--- src/rtl/sort_pkg.sv ---
// sort_pkg: shared element width, launch-state encoding and default pad value
// for the sorter, its frame loader and the downstream collector.
package sort_pkg;
    localparam int SORT_W = 8;
    localparam logic [SORT_W-1:0] PAD_DEFAULT = 8'hFF;
    typedef enum logic [1:0] {IDLE, START, ARM, WAIT} launch_state_t;
endpackage

--- src/rtl/sort_fill_buf.sv ---
// sort_fill_buf: packs accepted bytes into lanes 0..N-1 and raises o_full on the
// N-th byte; an optional flush pads the unfilled lanes with PAD.
module sort_fill_buf
    import sort_pkg::*;
#(
    parameter int N = 4,
    parameter logic [SORT_W-1:0] PAD = PAD_DEFAULT
) (
    input  logic                  clk,
    input  logic                  rst,
    input  logic [SORT_W-1:0]     i_data,
    input  logic                  i_valid,
    input  logic                  i_flush,
    input  logic                  i_clear,
    output logic                  o_ready,
    output logic                  o_full,
    output logic [N*SORT_W-1:0]   o_data
);
    logic [3:0]          r_cnt;
    logic                r_full;
    logic [N*SORT_W-1:0] r_buf;
    logic [N*SORT_W-1:0] w_buf;
    logic                w_acc;
    logic                w_last;
    logic                w_pad;
    logic [4:0]          w_fill;
    assign w_acc   = i_valid && !r_full;
    assign w_last  = w_acc && (r_cnt == 4'(N - 1));
    assign w_fill  = {1'b0, r_cnt} + 5'(w_acc);
    // the same-cycle byte lands first; a byte that completes the frame suppresses padding
    assign w_pad   = i_flush && !r_full && !w_last && (w_fill != 5'd0);
    assign o_ready = !r_full;
    assign o_full  = r_full;
    assign o_data  = r_buf;
    always_comb begin
        w_buf = r_buf;
        if (w_acc)
            w_buf[r_cnt*SORT_W +: SORT_W] = i_data;
        if (w_pad)
            for (int k = 0; k < N; k++)
                if (5'(k) >= w_fill)
                    w_buf[k*SORT_W +: SORT_W] = PAD;
    end
    always_ff @(posedge clk or posedge rst) begin
        if (rst) begin
            r_cnt  <= '0;
            r_full <= 1'b0;
            r_buf  <= '0;
        end else begin
            r_buf <= w_buf;
            if (i_clear)
                r_full <= 1'b0;
            if (w_last || w_pad) begin
                r_full <= 1'b1;
                r_cnt  <= '0;
            end else if (w_acc) begin
                r_cnt <= r_cnt + 4'd1;
            end
        end
    end
endmodule

--- src/rtl/sort_frame_loader.sv ---
// sort_frame_loader: fills N-byte frames and launches each to the sorter, waiting
// for its done before the next launch. SORT_LOADER_FLUSH_EN adds the flush port.
module sort_frame_loader
    import sort_pkg::*;
#(
    parameter int N = 4,
    parameter logic [SORT_W-1:0] PAD = PAD_DEFAULT
) (
    input  logic                  clk,
    input  logic                  rst,
    input  logic [SORT_W-1:0]     in_data,
    input  logic                  in_valid,
    output logic                  in_ready,
`ifdef SORT_LOADER_FLUSH_EN
    input  logic                  flush,
`endif
    output logic                  sort_start,
    output logic [N*SORT_W-1:0]   sort_data,
    input  logic                  sort_done,
    output logic                  busy,
    output logic [15:0]           frame_cnt
);
    launch_state_t       r_state;
    launch_state_t       w_next;
    logic [N*SORT_W-1:0] r_sort_data;
    logic [15:0]         r_frame_cnt;
    logic [N*SORT_W-1:0] w_fill_data;
    logic                w_full;
    logic                w_flush;
    logic                w_load;
`ifdef SORT_LOADER_FLUSH_EN
    assign w_flush = flush;
`else
    assign w_flush = 1'b0;
`endif
    assign w_load = (r_state == IDLE) && w_full;
    sort_fill_buf #(.N(N), .PAD(PAD)) u_fill (
        .clk     (clk),
        .rst     (rst),
        .i_data  (in_data),
        .i_valid (in_valid),
        .i_flush (w_flush),
        .i_clear (w_load),
        .o_ready (in_ready),
        .o_full  (w_full),
        .o_data  (w_fill_data)
    );
    // ARM skips sort_done because the sorter may still show done from the last frame
    always_comb begin
        w_next = r_state;
        case (r_state)
            IDLE:    w_next = w_full ? START : IDLE;
            START:   w_next = ARM;
            ARM:     w_next = WAIT;
            WAIT:    w_next = sort_done ? IDLE : WAIT;
            default: w_next = IDLE;
        endcase
    end
    always_ff @(posedge clk or posedge rst) begin
        if (rst) begin
            r_state     <= IDLE;
            r_sort_data <= '0;
            r_frame_cnt <= '0;
        end else begin
            r_state <= w_next;
            if (w_load) begin
                r_sort_data <= w_fill_data;
                r_frame_cnt <= r_frame_cnt + 16'd1;
            end
        end
    end
    assign sort_start = (r_state == START);
    assign busy       = (r_state != IDLE);
    assign sort_data  = r_sort_data;
    assign frame_cnt  = r_frame_cnt;
endmodule
--- config.mk ---
export PLATFORM = sky130hd
export DESIGN_NAME = sort_frame_loader
export DESIGN_NICKNAME = d
export VERILOG_FILES = /design/src/rtl/sort_pkg.sv /design/src/rtl/sort_fill_buf.sv /design/src/rtl/sort_frame_loader.sv
export SDC_FILE = /design/constraint.sdc
export NUM_CORES = 1
export LEC_CHECK = 0
export BUFFER_PORTS_ARGS = -buffer_cell sky130_fd_sc_hd__buf_2
export CORE_MARGIN = 1
export CORE_UTILIZATION = 35
export CTS_CLUSTER_SIZE = 24
export DETAILED_ROUTE_END_ITERATION = 8
export PLACE_DENSITY_LB_ADDON = 0.25
export SETUP_SLACK_MARGIN = 0.05
export SLEW_MARGIN = 20
export SYNTH_ARGS = -nofsm -noshare
export SYNTH_HDL_FRONTEND = slang
export SYNTH_SLANG_ARGS = --single-unit
--- constraint.sdc ---
create_clock -name clk -period 4.6 [get_ports clk]
set_input_delay 0.46 -clock clk [delete_from_list [all_inputs] [get_ports clk]]
set_output_delay 0.46 -clock clk [all_outputs]
set_load 0.02 [all_outputs]
### Yosys cells after proc, flatten, opt, wreduce, memory -nomap -nowiden

Index checks and enable logic that the tools add are counted.

| storage, ports and cells | value |
|---|---|
| bits in registers | 87 |
| bits in latches | 0 |
| memory bits (writable) | 0 |
| ROM bits | 0 |
| output and inout port bits | 51 |
| logic and storage cells | 31 |
| memories kept | 0 |

| cells by class | value |
|---|---|
| add/subtract/negate cells | 3 |
| multiply operators | 0 |
| div/mod/pow operators | 0 |
| magnitude comparators | 0 |
| equal/unequal tests | 4 |
| shift-type cells | 2 |
| multiplexer cells | 8 |
| bitwise operators | 0 |
| reductions and logical operators | 8 |

Operators by type and width:

| cell | count |
|---|---|
| negator 7 -> 34 bit | 1 |
| variable shift 8 x 34 -> 32 bit (first input constant) | 1 |
| indexed part select 8 x 34 -> 32 bit | 1 |
| bitwise mux 32 bit | 1 |
| adder 16 x 1 -> 16 bit (second input constant) | 1 |
| 2-to-1 mux 4 bit | 2 |
| case mux 2 bit (4 select lines) | 1 |
| nonzero test 2 bit | 3 |
| adder 4 x 1 -> 4 bit (second input constant) | 1 |
| == test 2 bit (second input constant) | 2 |
| == test 4 x 2 -> 1 bit (second input constant) | 1 |
| logical AND 1 bit | 3 |
| 2-to-1 mux 1 bit | 3 |
| == test 2 x 1 -> 1 bit (second input constant) | 1 |
| logical NOT 2 bit | 1 |
| 2-to-1 mux 2 bit | 1 |
| logical NOT 1 bit | 1 |

### Logic depth before layout (Yosys ltp)

Gate-level depths: netlist of the first run.

| logic depth | value |
|---|---|
| word-level depth | 4 |
| gate-level depth with buffers | 6 |
| gate-level depth less buffers | 6 |

### Modules after synthesis

From an unflattened synthesis of the first run, not the netlist that was laid out.

| second synthesis, totals | value |
|---|---|
| cell total of the unflattened synthesis | 300 |
| area total of the unflattened synthesis | 3802.4 sq um |

By module, submodules not included:

| module | instances | cells each | area an instance (sq um) | sequential area each (sq um) |
|---|---|---|---|---|
| sort_frame_loader | 1 | 138 | 2019.4 | 1251.2 |
| sort_fill_buf | 1 | 162 | 1783.0 | 925.9 |

### Least setup slack after synthesis of the first run

No wires, ideal clock.

| timing path | value |
|---|---|
| path type | register to register |
| start | register u_fill.r_cnt[2] |
| end | register u_fill.r_buf[16], in the netlist u_fill.o_data[16] |
| setup time | 0.125 ns |
| arrival | 2.123 ns |
| data required time | 4.475 ns |
| setup slack | 2.352 ns |
| stages on the path, launching flop included | 6 |
| buffers on the path | 0 |
| period minus slack after synthesis | 2.248 ns |
| cells stage by stage | dfrtp_1 -> or3_2 -> ha_1 -> nor4b_4 -> nand4_2 -> mux2_2 |

| between the ends | value |
|---|---|
| cells in the longest elaborated chain, start to end | 3 |

Ends and longest elaborated chain:

| item | line | text |
|---|---|---|
| start: declaration | sort_fill_buf.sv:19 | `logic [3:0] r_cnt;` |
| start signal: assignment | sort_fill_buf.sv:57 | `r_cnt <= r_cnt + 4'd1;` |
| negator 7 -> 34 bit * | sort_fill_buf.sv:38 | `w_buf[r_cnt*SORT_W +: SORT_W] = i_data;` |
| indexed part select 8 x 34 -> 32 bit / variable shift 8 x 34 -> 32 bit (equally long branches) | sort_fill_buf.sv:38 |  |
| bitwise mux 32 bit * | sort_fill_buf.sv:38 |  |
| end signal: assignment | sort_fill_buf.sv:50 | `r_buf <= w_buf;` |
| end: declaration | sort_fill_buf.sv:21 | `logic [N*SORT_W-1:0] r_buf;` |

Every way passes the cells marked *; elsewhere a longest branch is shown, timed or not.
A chain may end at the register's enable or synchronous reset.

### Final worst setup path of the first run

| timing path | value |
|---|---|
| start | register u_fill.r_cnt[2] |
| end | register u_fill.r_buf[17], in the netlist u_fill.o_data[17] |

The elaborated chain is that of the path after synthesis.

==> qor.csv, run 1 <==
metric,value,unit
drt drc,0,
#FFs+latches synth,87,
Post-Layout Cell Count,457,
# Max-Cap Violations,0,
clk root buf,clkbuf_8,
yosys warns,0,
# hold bufs at CTS,0,
wire per inst,14.24,um
Via density,4.643,
Port Buffers,62,
vias,2122,
drt first-iter violations,77,
Initial Util,36.31,%
fill count,970,
outcome,"complete, no violations",
Clock H-tree levels,3,
routability cong.,0.7209,
CTS tree,yes,
Syn Nets,265,
min Tclk post-route,2.486,ns
total power,0.002552,W
Resized Gates After CTS,0,
top cell type's share of synthesized area,61.05,%
Mapped Avg Cell Area,14.32,um^2
row count,36,
DRT Pass-1 Iters,4,
I/O pins,63,
# clock sinks,87,
GRT Residual Overflow,0,
crit path from,u_fill.r_cnt[2]$_DFFE_PP0P_,
met2 WL post-DR,2.848,mm
share of layout cells above drive strength 1,47.84,%
Hold Crit Class,primary input to async pin,
core area,0.009819,mm^2
Setup Buffers After CTS,0,
antenna-violating nets left,0,
Die H,102.9,um
main area contributors after synthesis,"dfrtp_1, mux2_2, xor2_1",
Worst Path Required,4.84,ns
final worst slack,2.114,ns
sequential area share after synthesis,61.05,%
WS Path Type,register to register,
clock tree buffer depth,2,
Die Footprint,0.01060,mm^2
Setup-failing EPs final,0,
top-count cell post-synth,dfrtp_1,
fin util,43.08,%
total power divided by cell area,603.2,mW/mm^2
worst r2r src,u_fill.r_cnt[2]$_DFFE_PP0P_,
Rel. slew slack,34.71,%
die width,102.9,um
initial antenna violation count,0,
"Slew Viols, Final",0,
post-DP HPWL,4.511,mm
RSZ-0062 raised after global routing,false,
Worst-Skew Late Latency,0.36,ns
n_diodes,0,
total global-route track usage,13.58,%
sum of negative setup slack,0,ns
pre-CTS WS,2.115,ns
"area leader, netlist",dfrtp_1,
leakage power total,2.179,nW
Worst setup EP type,register,
final worst-path cycle share,54.04,%
P&R area growth vs syn,18.63,%
clock buffer count from CTS,9,
Synth Cell Area,0.003566,mm^2
Post-synth top cells,"dfrtp_1, mux2_2, and2_1",
ys async rst share,100.0,%
Post-Synthesis Cells,249,
"Reg clk slew, reported paths",0.09,ns
startpoint class of the critical path,register,
Met3 Wirelength,262,um
VDD IR max,0.2803,mV
Fin Clk Skew,0.01731,ns
WL met1,3.288,mm
CP Max Fanout,10,
Post-Place Cells,441,
FMAX,402.3,MHz
Synth cell types,30,
largest net degree at the start of global routing,51,
drt total wl,6.507,mm
nets,335,
Main synth FF type,dfrtp_1,
Hold Fails Final Rpt,0,
Crit path arrival time,2.73,ns
vias in the first global route,1988,
top layer in use,met4,
worst slew pin tran,0.9770,ns
Post-synth EDFFs,0,
first-pass GRT wire length,10.63,mm
## cells by family after synthesis
group           after synthesis  share of synthesized area [%]
buf+inv                      12                          1.579
compound gates                5                         0.8421
fa+ha+maj                     4                          1.404
mux                          65                          20.53
simple gates                 59                          10.42
xor+xnor                     17                          4.176
flops                        87                          61.05
## critical path, stage by stage, from the launching register on
cell	delay, ns
dfrtp_1	0.44
or3_2	0.50
ha_1	0.42
nor4b_4	0.34
nand4_2	0.32
mux2_2	0.36
## report_power, final
part           switching (W)  leakage [nW]  internal, W
Combinational       0.000430         0.920     0.000383
Clock               0.000280        0.0989     0.000268
Sequential          0.000163          1.16      0.00103
Total               0.000873          2.18      0.00168
## per-stage QoR
step / cell area (um^2) / hold WS [ns]
after floorplan: 3566 / 0.4648
after global placement: 4025 / 0.4533
after detailed placement: 4025 / 0.4542
after CTS: 4230 / 0.2818
after global routing: 4230 / 0.3199
final: 4230 / 0.2587
## state kept, by name, indices dropped and copies added, names as in the netlist
| name | flops |
|---|---|
| sort_data | 32 |
| u_fill.o_data | 32 |
| frame_cnt | 16 |
| u_fill.r_cnt | 4 |
| r_state | 2 |
| u_fill.o_full | 1 |
## path summary, 6_finish.rpt
kind | to | slack (ns) | depth (start not counted)
max | u_fill.o_data[17]$_DFFE_PP0P_ | 2.11 | 5
min | sort_data[30]$_DFFE_PP0P_ | 0.26 | 2
max reg2reg | u_fill.o_data[17]$_DFFE_PP0P_ | 2.11 | 5
min reg2reg | frame_cnt[15]$_DFFE_PP0P_ | 0.46 | 1
max in group asynchronous | u_fill.o_data[28]$_DFFE_PP0P_ | 3.34 | 3
min in group clk | r_state[0]$_DFF_PP0_ | 0.33 | 2
## cells in the final DEF (no fill, tap or decap), types with 7 or more instances in the layout
cell type,n
dfrtp_1,87
mux2_2,65
buf_2,62
and2_1,11
nand2_1,10
clkbuf_8,10
xor2_1,9
nor2_1,8
xnor2_1,8
nand3_1,7
inv_1,7
## area by class of cell
| cell class | count | area [um^2] | area share, % |
|---|---|---|---|
| well taps | 133 | 166.4 | 3.934 |
| clock inverters | 6 | 67.56 | 1.597 |
| repair buffers | 63 | 317.8 | 7.513 |
| flip-flops and latches | 87 | 2177 | 51.46 |
| clock buffers | 10 | 137.6 | 3.253 |
| multi-input cells | 150 | 1333 | 31.50 |
| inverters | 8 | 31.28 | 0.7394 |
## layer usage
layer	track usage, %	vias up
li1	-	1014
met2	18.97	46
met3	3.322	10
met1	19.51	1052
met4	6.826	0
met5	0	-
Note: power is estimated with default switching activity, not from simulation.
==> run 2: changes to the inputs <==
==> constraint.sdc (replaced) <==
create_clock -name clk -period 2.2 [get_ports clk]
set_input_delay 0.22 -clock clk [delete_from_list [all_inputs] [get_ports clk]]
set_output_delay 0.22 -clock clk [all_outputs]
set_load 0.02 [all_outputs]
==> run 2 against run 1 <==
Against the previous run: combinational power rose by 130%; die area did not move; register-to-register slack got worse by 2.0 ns; clock skew fell by 0.0053 ns; critical path type unchanged; critical endpoint is now u_fill.o_data[20]$_DFFE_PP0P_.
==> qor.csv, run 2 (same netlist as run 1, synthesis figures left out) <==
metric,value,unit
outcome,"complete, no violations",
# Max-Cap Violations,0,
"Reg clk slew, reported paths",0.08,ns
Clock Power Share,21.9,%
vias in the first global route,2068,
pre-CTS WS,0.07741,ns
Initial Util,36.31,%
share of layout cells above drive strength 1,48.64,%
routability cong.,0.8105,
sequential share of power,44.4,%
vias,2162,
CTS tree,yes,
drt drc,0,
clk root buf,clkbuf_8,
nets,344,
"commonest cells after routing, fill and taps aside","dfrtp_1, mux2_2, buf_2",
final worst slack,0.1373,ns
Die H,102.9,um
die width,102.9,um
drt total wl,6.675,mm
drt first-iter violations,116,
final worst-path cycle share,93.76,%
worst slew pin tran,0.7189,ns
sum of negative setup slack,0,ns
most common library cell in the layout ignoring fill and taps,dfrtp_1,
first-pass GRT wire length,10.71,mm
WS Path Type,register to register,
Hold Crit Class,primary input to register,
fill count,951,
Worst Path Required,2.43,ns
multi-input logic area,0.001374,mm^2
P&R area growth vs syn,22.32,%
clock buffer count from CTS,9,
met2 Track Usage GR,20.97,%
Via density,4.659,
clock tree buffer depth,2,
met3 usage,3.932,%
wire per inst,14.39,um
grt met1 use,18.20,%
Worst-Skew Late Latency,0.35,ns
Fin Clk Skew,0.01199,ns
FF/Latch Area,0.002177,mm^2
"Slew Viols, Final",0,
antenna-violating nets left,0,
Sw Ratio,33.39,%
core area,0.009819,mm^2
FMAX,484.8,MHz
leakage power total,2.236,nW
initial antenna violation count,0,
post-DP HPWL,4.624,mm
VDD IR max,0.5684,mV
n_diodes,0,
logic gate share of total power,33.7,%
Pint,0.003693,W
min Tclk post-route,2.063,ns
Die Footprint,0.01060,mm^2
GRT Residual Overflow,0,
RSZ-0062 raised after global routing,false,
row count,36,
switching power,0.001851,W
Clock H-tree levels,3,
Hold Fails Final Rpt,0,
fin util,44.42,%
grt peak-use layer,met2,
total global-route track usage,13.70,%
Port Buffers,62,
Crit path arrival time,2.29,ns
Rel. slew slack,52.07,%
largest net degree at the start of global routing,58,
Setup-failing EPs final,0,
I/O pins,63,
Worst setup EP type,register,
DRT Pass-1 Iters,4,
total power divided by cell area,1271,mW/mm^2
CP Max Fanout,8,
# clock sinks,87,
startpoint class of the critical path,register,
==> run 2: changes by cell type in the layout (fill, tap and decap cells not counted), sizes merged <==
cell / delta
clkinvlp: -1
buf: +8
inv: -1
clkbuf: +1
bufinv: +1
clkinv: -2
dlygate4sd3: +1
==> run 2: layer usage <==
layer / vias up / routed length (um)
li1: 1026 / -
met1: 1084 / 3163
met2: 42 / 3131
met4: 0 / 117
met5: - / 0
met3: 10 / 263
==> run 2: stage by stage <==
step | std cells | hold WS, ns | area, um^2 | power (W)
after floorplan | 249 | 0.3190 | 3595 | 0.003743
after global placement | 448 | 0.3567 | 4118 | 0.004305
after detailed placement | 448 | 0.3658 | 4118 | 0.004353
after CTS | 463 | 0.04723 | 4338 | 0.005576
after global routing | 464 | 0.05898 | 4362 | 0.005886
final | 464 | 0.06168 | 4362 | 0.005544
==> run 2: worst max-delay path, stage by stage (launching register included) <==
cell and delay, ns:
dfrtp_1 0.39, or3_4 0.40, ha_4 0.28, nor4b_4 0.17, buf_4 0.19, nand4_4 0.17, mux2_2 0.33
==> run 2: power groups by stage <==
stage | logic, W | registers, W | clock network [W]
2_1_floorplan | 0.000984 | 0.00276 | 0
3_3_place_gp | 0.00182 | 0.00249 | 0
6_report | 0.00187 | 0.00246 | 0.00121
4_1_cts | 0.00186 | 0.00247 | 0.00124
5_1_grt | 0.00203 | 0.00255 | 0.00131
3_5_place_dp | 0.00185 | 0.00250 | 0
==> run 2: worst paths after layout <==
check	start	endpoint	slack [ns]	cells after the start
max	u_fill.r_cnt[2]$_DFFE_PP0P_	u_fill.o_data[20]$_DFFE_PP0P_	0.14	6
min	sort_done	r_state[0]$_DFF_PP0_	0.06	2
max reg2reg	u_fill.r_cnt[2]$_DFFE_PP0P_	u_fill.o_data[20]$_DFFE_PP0P_	0.14	6
min reg2reg	frame_cnt[15]$_DFFE_PP0P_	frame_cnt[15]$_DFFE_PP0P_	0.47	1
max in group asynchronous	rst	u_fill.o_data[20]$_DFFE_PP0P_	1.07	4
min in group asynchronous	rst	frame_cnt[12]$_DFFE_PP0P_	0.53	4
==> run 2: layout make-up <==
class                      instances  area share (%)
clock buffer                      11           3.242
multi-input combinational        150           31.50
tap                              133           3.815
sequential                        87           49.91
timing repair buffer              72           9.180
inverter                           8          0.7745
clock inverter                     3           1.578
==> run 2: repair_timing <==
item,CTS,global route
pin swaps,0,0
endpoints found under the hold margin,30,0
resized for setup,0,2
hold buffers,1,0
endpoints found under the setup margin,1,24
buffers inserted,0,1
